===== src/rtl/grf_wr_arbiter_pkg.sv =====
// Shared GRF write-port types and widths.
// Used by the write arbiter and its aux result FIFO.
package grf_wr_arbiter_pkg;

   localparam int GRF_AW = 5;
   localparam int WORD   = 32;

   localparam logic [GRF_AW-1:0] REG_ZERO = '0;

   typedef struct packed {
      logic [GRF_AW-1:0] a3;
      logic [WORD-1:0]   wd;
      logic [WORD-1:0]   pc;
   } grf_wr_t;

endpackage


===== src/rtl/grf_arb_fifo.sv =====
// In-order aux result FIFO with per-entry kill bits.
// Kill-by-address port and parallel address compares for hazard lookup.
module grf_arb_fifo
   import grf_wr_arbiter_pkg::*;
#(
   parameter int DEPTH = 4,
   localparam int PW   = $clog2(DEPTH),
   localparam int CW   = $clog2(DEPTH + 1)
) (
   input  logic              clk,
   input  logic              reset,
   input  logic              i_push,
   input  grf_wr_t           i_push_ent,
   input  logic              i_pop,
   input  logic              i_kill_en,
   input  logic [GRF_AW-1:0] i_kill_a3,
   input  logic [GRF_AW-1:0] i_cmp_a1,
   input  logic [GRF_AW-1:0] i_cmp_a2,
   output grf_wr_t           o_head,
   output logic              o_head_kill,
   output logic [CW-1:0]     o_cnt,
   output logic [DEPTH-1:0]  o_hit1,
   output logic [DEPTH-1:0]  o_hit2
);

   grf_wr_t          r_ent [DEPTH];
   logic [DEPTH-1:0] r_kill;
   logic [PW-1:0]    r_rd_ptr;
   logic [PW-1:0]    r_wr_ptr;
   logic [CW-1:0]    r_cnt;

   logic [DEPTH-1:0] w_live;
   logic [DEPTH-1:0] w_kill_nxt;
   logic [PW-1:0]    w_off;

   // Occupancy map, address compares and next kill bits.
   always_comb begin
      w_live     = '0;
      o_hit1     = '0;
      o_hit2     = '0;
      w_off      = '0;
      w_kill_nxt = r_kill;
      for (int i = 0; i < DEPTH; i++) begin
         w_off     = PW'(i) - r_rd_ptr;
         w_live[i] = (CW'(w_off) < r_cnt);
         o_hit1[i] = w_live[i] & ~r_kill[i] & (r_ent[i].a3 == i_cmp_a1);
         o_hit2[i] = w_live[i] & ~r_kill[i] & (r_ent[i].a3 == i_cmp_a2);
         if (i_kill_en && w_live[i] && (r_ent[i].a3 == i_kill_a3))
            w_kill_nxt[i] = 1'b1;
      end
      if (i_push)
         w_kill_nxt[r_wr_ptr] = 1'b0;
   end

   // Entry payload storage; written only on push.
   always_ff @(posedge clk) begin
      if (i_push)
         r_ent[r_wr_ptr] <= i_push_ent;
   end

   // Pointers, count and kill bits.
   always_ff @(posedge clk) begin
      if (reset) begin
         r_rd_ptr <= '0;
         r_wr_ptr <= '0;
         r_cnt    <= '0;
         r_kill   <= '0;
      end else begin
         r_kill <= w_kill_nxt;
         if (i_push)
            r_wr_ptr <= r_wr_ptr + PW'(1);
         if (i_pop)
            r_rd_ptr <= r_rd_ptr + PW'(1);
         if (i_push && !i_pop)
            r_cnt <= r_cnt + CW'(1);
         else if (!i_push && i_pop)
            r_cnt <= r_cnt - CW'(1);
      end
   end

   assign o_head      = r_ent[r_rd_ptr];
   assign o_head_kill = r_kill[r_rd_ptr];
   assign o_cnt       = r_cnt;

endmodule


===== src/rtl/grf_wr_arbiter.sv =====
// GRF write-port arbiter: pipe writeback wins, aux results drain when idle.
// Also reports pending aux writes and requests a W bubble on starvation.
module grf_wr_arbiter
   import grf_wr_arbiter_pkg::*;
#(
   parameter int DEPTH    = 4,
   parameter int MAX_WAIT = 8
) (
   input  logic                       clk,
   input  logic                       reset,
   input  logic                       pipe_we,
   input  logic [GRF_AW-1:0]          pipe_a3,
   input  logic [WORD-1:0]            pipe_wd,
   input  logic [WORD-1:0]            pipe_pc,
   input  logic                       aux_valid,
   output logic                       aux_ready,
   input  logic [GRF_AW-1:0]          aux_a3,
   input  logic [WORD-1:0]            aux_wd,
   input  logic [WORD-1:0]            aux_pc,
   input  logic [GRF_AW-1:0]          rd_a1,
   input  logic [GRF_AW-1:0]          rd_a2,
   output logic                       pend_hit1,
   output logic                       pend_hit2,
   output logic                       stall_req,
   output logic [GRF_AW-1:0]          grf_a3,
   output logic [WORD-1:0]            grf_wd,
   output logic [WORD-1:0]            grf_pc,
   output logic [$clog2(DEPTH+1)-1:0] fifo_cnt
);

   localparam int CW = $clog2(DEPTH + 1);
   localparam int WW = $clog2(MAX_WAIT + 1);

   logic             w_busy;
   logic             w_nonempty;
   logic             w_push;
   logic             w_pop;
   logic             w_kill_en;
   logic             w_head_kill;
   logic [CW-1:0]    w_cnt;
   logic [DEPTH-1:0] w_hit1;
   logic [DEPTH-1:0] w_hit2;
   grf_wr_t          w_head;
   grf_wr_t          w_push_ent;
   logic [WW-1:0]    r_wait;

   assign w_busy     = pipe_we & (pipe_a3 != REG_ZERO);
   assign w_nonempty = (w_cnt != '0);
   assign aux_ready  = ~reset & (w_cnt < CW'(DEPTH));
   assign w_push     = aux_valid & aux_ready & (aux_a3 != REG_ZERO);
   assign w_pop      = ~reset & ~w_busy & w_nonempty;
   assign w_kill_en  = ~reset & w_busy;
   assign w_push_ent = '{a3: aux_a3, wd: aux_wd, pc: aux_pc};

   grf_arb_fifo #(
      .DEPTH (DEPTH)
   ) u_fifo (
      .clk         (clk),
      .reset       (reset),
      .i_push      (w_push),
      .i_push_ent  (w_push_ent),
      .i_pop       (w_pop),
      .i_kill_en   (w_kill_en),
      .i_kill_a3   (pipe_a3),
      .i_cmp_a1    (rd_a1),
      .i_cmp_a2    (rd_a2),
      .o_head      (w_head),
      .o_head_kill (w_head_kill),
      .o_cnt       (w_cnt),
      .o_hit1      (w_hit1),
      .o_hit2      (w_hit2)
   );

   // Write-port select: pipe, then live FIFO head, else no write.
   always_comb begin
      grf_a3 = REG_ZERO;
      grf_wd = '0;
      grf_pc = '0;
      if (reset) begin
         grf_a3 = REG_ZERO;
      end else if (w_busy) begin
         grf_a3 = pipe_a3;
         grf_wd = pipe_wd;
         grf_pc = pipe_pc;
      end else if (w_pop) begin
         grf_a3 = w_head_kill ? REG_ZERO : w_head.a3;
         grf_wd = w_head.wd;
         grf_pc = w_head.pc;
      end
   end

   // Consecutive cycles the FIFO head was blocked by the pipe.
   always_ff @(posedge clk) begin
      if (reset)
         r_wait <= '0;
      else if (w_pop || !w_nonempty)
         r_wait <= '0;
      else if (w_busy && (r_wait < WW'(MAX_WAIT)))
         r_wait <= r_wait + WW'(1);
   end

   assign stall_req = ~reset & (r_wait >= WW'(MAX_WAIT));
   assign pend_hit1 = ~reset & (rd_a1 != REG_ZERO) & (|w_hit1);
   assign pend_hit2 = ~reset & (rd_a2 != REG_ZERO) & (|w_hit2);
   assign fifo_cnt  = w_cnt;

endmodule


===== config.mk =====
export PLATFORM = sky130hd
export DESIGN_NAME = grf_wr_arbiter
export DESIGN_NICKNAME = d
export VERILOG_FILES = /design/src/rtl/grf_wr_arbiter_pkg.sv /design/src/rtl/grf_arb_fifo.sv /design/src/rtl/grf_wr_arbiter.sv
export SDC_FILE = /design/constraint.sdc
export NUM_CORES = 1
export LEC_CHECK = 0
export BUFFER_PORTS_ARGS = -buffer_cell sky130_fd_sc_hd__buf_4
export CAP_MARGIN = 20
export CORE_UTILIZATION = 35
export DETAILED_ROUTE_END_ITERATION = 8
export HOLD_SLACK_MARGIN = 0.05
export PLACE_DENSITY = 0.63
export SLEW_MARGIN = 20
export SYNTH_ARGS = -nofsm -noshare
export SYNTH_HDL_FRONTEND = slang
export SYNTH_SLANG_ARGS = --single-unit

===== constraint.sdc =====
create_clock -name clk -period 4.25 [get_ports clk]
set_input_delay 0.85 -clock clk [delete_from_list [all_inputs] [get_ports clk]]
set_output_delay 0.85 -clock clk [all_outputs]
set_load 0.1 [all_outputs]

======== Word-level counts from Yosys, hierarchy flattened ========
Memory sizes are Yosys's and may differ from the RTL's. A register that Yosys moved wholly into a read port is not among the register bits.
Cells that the tools add are included.
W data, S select, Z words.
storage, ports and cells
  register bits after elaboration ......... 15
  memory bits (writable) .................. 276
  input port bits ......................... 152
  word-level logic and storage cells ...... 119
  memories ................................ 1
memories
  memory        words  bits a word  read ports  clocked after Yosys merged registers in  wr ports  RTL line            RTL
  u_fifo.r_ent  4      69           5           1                                        1         grf_arb_fifo.sv:26  grf_wr_t r_ent [DEPTH];
cells by class
  $add $sub $neg .......................... 9
  order comparisons ....................... 10
  equal/unequal tests ..................... 12
  muxes and demuxes ....................... 25
  bitwise logic cells ..................... 32
  reductions and logical operators ........ 25
operators by type and width
  operator               number
  $mux W32               6
  $eq A5 B5 Y1           12
  $and A1 B1 Y1          24
  $mux W5                4
  $reduce_bool A5 Y1     4
  $logic_and A1 B1 Y1    12
  $lt A2 B3 Y1           4
  $mux W1                8
  $reduce_or A4 Y1       2
  $lt A2 B3 Y1 const B   2
  $mux W3                2
  $not A1 Y1             6
  $add A2 B1 Y2 const B  2
  $add A4 B1 Y4 const B  1
  $and A4 B4 Y4          1
  $ge A4 B4 Y1 const B   1
  $lt A4 B4 Y1 const B   1
  $mux W2                2
  $mux W4                1
  $not A4 Y4             1
  $sub A1 B2 Y2 const A  2
  $sub A2 B2 Y2 const A  2
  $add A3 B1 Y3 const B  1
  $logic_not A1 Y1       3
  other kinds (9)        9

======== Logic depth before layout (Yosys ltp) ========
Gate-level depths: netlist of run 1.
  word-level depth ........................ 8
  mapped depth ............................ 12

======== Hierarchy ========
Synthesis of run 1 repeated with hierarchy kept, for this count alone.
second synthesis, totals
  cells, all modules ...................... 790
  area, all modules ....................... 13080.0 µm²
modules (own cells, without submodules)
  module          times used  cells an instance  area each (µm²)  sequential area each (µm²)
  grf_arb_fifo    1           522                11364.6          8548.2
  grf_wr_arbiter  1           268                1715.4           80.1

======== Worst setup path after synthesis of run 1 ========
Ideal clock, no wire load.
  path kind ............................... reg2out
  start point ............................. reg u_fifo.r_cnt[1] (netlist: u_fifo.o_cnt[1])
  end point ............................... out pend_hit2
  arrival time ............................ 4.543 ns
  data required time ...................... 3.400 ns
  setup slack ............................. -1.143 ns
  stages on the path, launching flop included .. 8
  buffers on the path ..................... 0
  cell sequence ........................... dfxtp_1 > inv_1 > ha_1 > a21oi_1 > o21ba_2 > nor2_1 > nand4_1 > a311oi_1
between the ends
  word-level cells in the longest chain between the ends .. 5
  elaborated cells on any way between the ends .. 14
ends and longest elaborated chain
  element                      RTL line               RTL
  start: declaration           grf_arb_fifo.sv:30     logic [CW-1:0] r_cnt;
  start signal: assignment     grf_arb_fifo.sv:75     r_cnt <= r_cnt + CW'(1);
  start signal: assignment     grf_arb_fifo.sv:77     r_cnt <= r_cnt - CW'(1);
  $lt A2 B3 Y1                 grf_arb_fifo.sv:45     w_live[i] = (CW'(w_off) < r_cnt);
  $and A1 B1 Y1 (2 in series)  grf_arb_fifo.sv:47     o_hit2[i] = w_live[i] & ~r_kill[i] & (r_ent[i].a3 == i_cmp_a2);
  $reduce_or A4 Y1 *           grf_wr_arbiter.sv:104  assign pend_hit2 = ~reset & (rd_a2 != REG_ZERO) & (|w_hit2);
  $and A1 B1 Y1 *              grf_wr_arbiter.sv:104
  end: declaration             grf_wr_arbiter.sv:23   output logic pend_hit2,
Mark *: on every way between the ends. The rest lies on a longest branch, timed or not.

======== Worst setup path after layout of run 1 ========
  start point ............................. in pipe_a3[0]
  end point ............................... out grf_pc[30]
between the ends
  word-level cells in the longest chain between the ends .. 8
ends and longest elaborated chain
  element                      RTL line              RTL
  start: declaration           grf_wr_arbiter.sv:12  input logic [GRF_AW-1:0] pipe_a3,
  $reduce_bool A5 Y1 *         grf_wr_arbiter.sv:47  assign w_busy = pipe_we & (pipe_a3 != REG_ZERO);
  $and A1 B1 Y1 *              grf_wr_arbiter.sv:47
  $not A1 Y1                   grf_wr_arbiter.sv:51  assign w_pop = ~reset & ~w_busy & w_nonempty;
  $and A1 B1 Y1 (2 in series)  grf_wr_arbiter.sv:51
  $mux W32                     grf_wr_arbiter.sv:85  end else if (w_pop) begin
  $mux W32 *                   grf_wr_arbiter.sv:81  end else if (w_busy) begin
  $mux W32 *                   grf_wr_arbiter.sv:79  if (reset) begin
  end: declaration             grf_wr_arbiter.sv:27  output logic [WORD-1:0] grf_pc,
Marks and branches as above.

==> metrics.txt, run 1 <==
r2r setup slk 1.54 ns; most frequent cell after synthesis edfxtp_1; Avg Inst Size Synth 18.4 um2; number of max-slew violations in the final report 0; Post-synth ARST share 0; GR Overflow Total 0; critical path type input port to primary output; die height 190 um; largest net degree at the start of global routing 42; H-tree levels 2; # Max-Cap Violations 0; Hold Fails Final Rpt 0; Routed WL per cell 19.4 um; GR Util All Layers 0.147; largest family of logic cells by synthesized area multiplexers; routed vias 6853; Post-Synth Simple-Gate Area 0.0305; Hold Slack 0.487 ns; later-pin clock latency in the skew report 0.51 ns; register area share after synthesis 0.697; Adder-Cell Fraction of Synth Area 0.0117; clock transition at the registers of the reported paths 0.06 ns; Max Freq 271 MHz; Pleak 5.51 nW; drt pass-1 iters 4; layout cell share with drive strength beyond 1 0.409; Initial Util 0.357; Setup crit start kind input port; clock root cell clkbuf_16; post-synthesis mux area share 0.131; setup_tns 0 ns; area grow syn2layout 27.4%; total setup buffers inserted after CTS 0; Synth Area in Compound Gates 0.0590; sequential standard cell area 8640 um2; # resized after CTS 0; NumNets Final 1064; syn_nets 835; clock tree buffer depth 3; Post-Synth XOR/XNOR Area 0.0467; antenna-violating nets left 0; Period minus WS final 3.69 ns; antenna violations before repair 1; ys flop type edfxtp_1; Clock Skew 0.0214 ns; final-layout fill cell count 3027; core area 34700 um2; Mapped Area 12400 um2; Final period util 0.867; routability cong. 0.824; Via density 4.96; RSZ-0062 raised after global routing false; Worst Max-Slew Pin Slew 0.819 ns; Multi-input gate area 3490 um2; DRT iter0 DRCs 348; FP Rows 68; Synth area leader edfxtp_1; top-area cell type share of the netlist area 0.669; synth top area cells edfxtp_1 67%, mux4_2 13%, a22o_1 4.5%, xnor2_1 2.8%, dfxtp_1 2.7%; # IOs 228; worst vdd ir 0.409 mV; outcome finished clean; critical path arrival 2.84 ns; Yosys reg bits 293; DRC 0; wirelength, routed 26800 um; Post-synth EDFFs 276; Min-Delay Path Class flop to flop; clk sinks 293; Die Width 190 um; Relative slew margins 0.453; first-pass GRT wire length 40100 um; Gate Count Post-Synth 672; CP Capture Type primary output; setup violators final 0; top post-synthesis cells by count 276 x edfxtp_1, 70 x mux4_2, 64 x a22o_1; vias in the first global route 6938; CP Max Fanout 32; IO buf count 227; P per Cell Area 572 nW/um2; HPWL Detailed 17700 um; Yosys cell types 41; CP required 3.40 ns; CTS tree done; DIE AREA 36100 um2; synth warn 0; CTS buffer count 34; CTS Hold Buffers Added 0
-- cell families (layout without fill, tap and decap cells) --
logic type / count (synthesis) / after routing
AOI/OAI and AO/OA: 91 / 91
adders and majority gates: 11 / 11
DFF: 293 / 293
muxes: 74 / 74
other: 0 / 1
xor gates and xnor gates: 66 / 66
and+or+nand+nor: 73 / 73
buffers and inverters: 64 / 319
-- worst max-delay path, cell delays in order --
cell,delay [ns]
buf_4,0.14
or4_4,0.53
o21ai_2,0.24
and2_4,0.22
buf_4,0.33
a22o_1,0.19
buf_4,0.28
-- power breakdown --
| part | internal, mW | switching (mW) |
|---|---|---|
| registers | 3.32 | 0.153 |
| clock network | 1.70 | 1.12 |
| logic | 0.965 | 1.76 |
-- metrics by stage --
stage | total power, mW | instances | setup WS [ns] | utilization | area [um2]
after floorplan | 5.61 | 672 | -0.688 | - | 12400
after global placement | 6.28 | 1320 | 0.592 | 0.422 | 14700
after detailed placement | 6.30 | 1320 | 0.546 | 0.422 | 14700
after CTS | 9.14 | 1382 | 0.552 | 0.454 | 15800
after global routing | 9.39 | 1382 | 0.448 | 0.454 | 15800
final | 9.02 | 1383 | 0.564 | 0.454 | 15800
-- final cells by class --
class	instances	area share
diodes	1	0.000159
clock inverters	23	0.0140
flip-flops and latches	293	0.548
clock buffers	39	0.0565
repair buffers	242	0.121
inverters	15	0.00357
well taps	455	0.0361
multi-input cells	315	0.221
-- per-layer routing --
layer  part of all wire  GRT usage  vias to the layer above
met2               0.49      0.246                      176
met3              0.049     0.0312                       34
met1               0.44      0.194                     3469
li1                   -          -                     3174
met5                  0          0                        -
met4              0.015     0.0372                        0
-- state kept, by name (all words and copies together) (netlist names), named ones only --
name and cells:
u_fifo.r_ent 276, u_fifo.o_cnt 3, u_fifo.r_wr_ptr 2, u_fifo.r_rd_ptr 2, r_wait 4, u_fifo.r_kill 4
-- path summary, 6_finish.rpt --
| check | startpoint | to | cells past startpoint |
|---|---|---|---|
| max | pipe_a3[0] | grf_pc[30] | 7 |
| min | u_fifo.r_kill[1]$_SDFF_PP0_ | u_fifo.r_kill[1]$_SDFF_PP0_ | 2 |
| max reg2reg | u_fifo.o_cnt[2]$_SDFFE_PP0P_ | u_fifo.o_cnt[2]$_SDFFE_PP0P_ | 9 |
| min reg2reg | u_fifo.r_kill[1]$_SDFF_PP0_ | u_fifo.r_kill[1]$_SDFF_PP0_ | 2 |
-- placed cells by master (no fill, tap or decap), types with 4 or more instances in the layout --
| cell | Yosys | final |
|---|---|---|
| a21oi_1 | 9 | 9 |
| a22o_1 | 64 | 64 |
| and2_4 | 1 | 5 |
| buf_12 | 0 | 7 |
| buf_4 | 1 | 235 |
| clkbuf_1 | 28 | 4 |
| clkbuf_16 | 0 | 35 |
| clkinv_1 | 0 | 7 |
| clkinv_2 | 0 | 5 |
| dfxtp_1 | 17 | 15 |
| edfxtp_1 | 276 | 276 |
| ha_1 | 10 | 10 |
| inv_1 | 14 | 14 |
| mux2i_1 | 4 | 4 |
| mux4_2 | 70 | 70 |
| nand2_1 | 11 | 11 |
| nand2b_1 | 5 | 5 |
| nand3_1 | 6 | 6 |
| nand4_1 | 5 | 5 |
| nor2_1 | 16 | 14 |
| nor3_1 | 12 | 12 |
| nor4_1 | 5 | 5 |
| o21ai_0 | 5 | 5 |
| xnor2_1 | 40 | 40 |
| xor2_1 | 26 | 26 |
Power figures use the tool's default switching activity.
==> run 2, diff against run 1 <==
Settings changed: SYNTH_HIERARCHICAL from default to 1.
==> run 2 against run 1 <==
  * Combinational power increased by 4%
  * Register-to-register slack got worse by 0.33 ns
  * Critical path depth increased by 2
  * Global-route usage increased by 1.7 points
==> metrics.txt, run 2 <==
global routing usage on met2 0.275; total setup buffers inserted after CTS 0; wirelength, routed 31500 um; worst vdd ir 0.380 mV; Die Width 195 um; Gate Count Post-Synth 790; Avg Inst Size Synth 16.6 um2; Post-synth ARST share 0; outcome finished clean; HPWL Detailed 20400 um; Hold Fails Final Rpt 0; Routed WL per cell 20.8 um; CP required 3.40 ns; clock transition at the registers of the reported paths 0.06 ns; GR Util All Layers 0.164; Multi-input gate area 4320 um2; Layout Utilization 0.452; Pleak 5.77 nW; register area share after synthesis 0.660; final-layout fill cell count 3239; Via density 5.11; Max Freq 270 MHz; GR Overflow Total 0; max reg flops 276; top-area cell type share of the netlist area 0.634; Final period util 0.871; synth top area cells edfxtp_1 63%, mux4_2 12%, mux2i_1 5.1%, nand3_1 2.8%, dfxtp_1 2.6%; Biggest register u_fifo/r_ent; synth warn 6; Period minus WS final 3.70 ns; CTS tree done; core area 36700 um2; first-pass GRT wire length 47400 um; sequential standard cell area 8640 um2; # resized after CTS 0; top post-synthesis cells by count 276 x edfxtp_1, 72 x nand3_1, 70 x mux4_2; CTS Hold Buffers Added 0; ys flop type edfxtp_1; antenna-violating nets left 0; Most Crowded Layer GR met2; # Max-Cap Violations 0; Yosys cell types 37; Min-Delay Path Class input port to flop; Initial Util 0.356; M3 GR Usage 0.0307; top flop regs u_fifo/r_ent (276), r_wait (4), u_fifo/r_kill (4); H-tree levels 1; Clock Skew 0.0214 ns; routability cong. 0.882; post-route cell area 16600 um2; setup violators final 0; critical path type flop to primary output; IO buf count 227; drt pass-1 iters 6; CTS buffer count 30; critical path arrival 2.85 ns; NumNets Final 1181; later-pin clock latency in the skew report 0.56 ns; vias in the first global route 7821; DRC 0; CP Capture Type primary output; Mapped Area 13100 um2; antenna violations before repair 0; RSZ-0062 raised after global routing false; DIE AREA 38100 um2; clock root cell clkbuf_16; layout cell share with drive strength beyond 1 0.411; Worst Max-Slew Pin Slew 0.757 ns; CP Max Fanout 5; number of max-slew violations in the final report 0; P per Cell Area 539 nW/um2; Setup crit start kind flop; Synth area leader edfxtp_1; die height 195 um; syn_nets 953; clock tree buffer depth 3; FP Rows 70; # IOs 228; Post-synth EDFFs 276; met1 GRT Util 0.220; commonest cells after routing, fill and taps aside 276 x edfxtp_1, 236 x buf_4, 72 x nand3_1; commonest non-fill, non-tap cell in the layout edfxtp_1; routed vias 7724; placed cell areas 15600 um2; clk sinks 293; area grow syn2layout 26.8%; Yosys reg bits 293; Relative slew margins 0.496; DRT iter0 DRCs 450; most frequent cell after synthesis edfxtp_1; largest net degree at the start of global routing 70; r2r setup slk 1.21 ns
run 2: layout make-up:
cell class                 count  share of cell area
antenna                        1            0.000151
multi-input combinational    437               0.260
clock buffer                  33              0.0460
inverter                       9             0.00219
tap                          468              0.0353
timing repair buffer         247               0.120
clock inverter                23              0.0151
sequential                   293               0.521
run 2: per-stage QoR:
step	setup TNS [ns]	power (mW)	setup WS [ns]	hold slack [ns]	cells
final	0	8.93	0.549	0.488	1511
after global routing	0	9.30	0.332	0.465	1510
after CTS	0	9.05	0.427	0.461	1510
after detailed placement	0	6.38	0.666	0.532	1454
after global placement	0	6.36	0.686	0.516	1454
after floorplan	-0.701	5.60	-0.0723	0.497	790
run 2: cell families after synthesis:
kind of cell | count (synthesis) | synth area share
xor gates and xnor gates | 68 | 0.0455
DFF | 293 | 0.660
AOI/OAI and AO/OA | 24 | 0.0132
and+or+nand+nor | 197 | 0.0719
adders and majority gates | 11 | 0.0111
buffers and inverters | 60 | 0.0268
muxes | 137 | 0.172
run 2: final timing paths:
check / startpoint / end / depth (start not counted)
setup / recovery: u_fifo/o_cnt[1]$_SDFFE_PP0P_ / pend_hit2 / 9
hold / removal: aux_wd[28] / u_fifo/r_ent[0][60]$_DFFE_PP_ / 1
setup reg to reg: u_fifo/o_cnt[0]$_SDFFE_PP0P_ / u_fifo/o_cnt[2]$_SDFFE_PP0P_ / 10
hold reg to reg: u_fifo/r_kill[0]$_SDFF_PP0_ / u_fifo/r_kill[0]$_SDFF_PP0_ / 2
run 2: where the power goes:
group | switching, mW | leakage [nW] | internal [mW]
clock | 1.08 | 0.491 | 1.59
combinational | 1.95 | 2.64 | 0.885
sequential | 0.121 | 2.64 | 3.31
total | 3.15 | 5.77 | 5.79
run 2: critical path: stages (launching register included):
cell and delay (ns):
dfxtp_1 0.41, inv_1 0.13, ha_1 0.32, a21boi_0 0.13, o21ai_0 0.27, nand2b_1 0.18, nor4_1 0.31, o41ai_1 0.14
a21oi_2 0.12, buf_4 0.29
run 2: per-layer routing:
layer | part of all wire | up-vias
met1 | 0.43 | 3941
met4 | 0.019 | 0
met5 | 0 | -
met3 | 0.051 | 42
li1 | - | 3535
met2 | 0.50 | 206
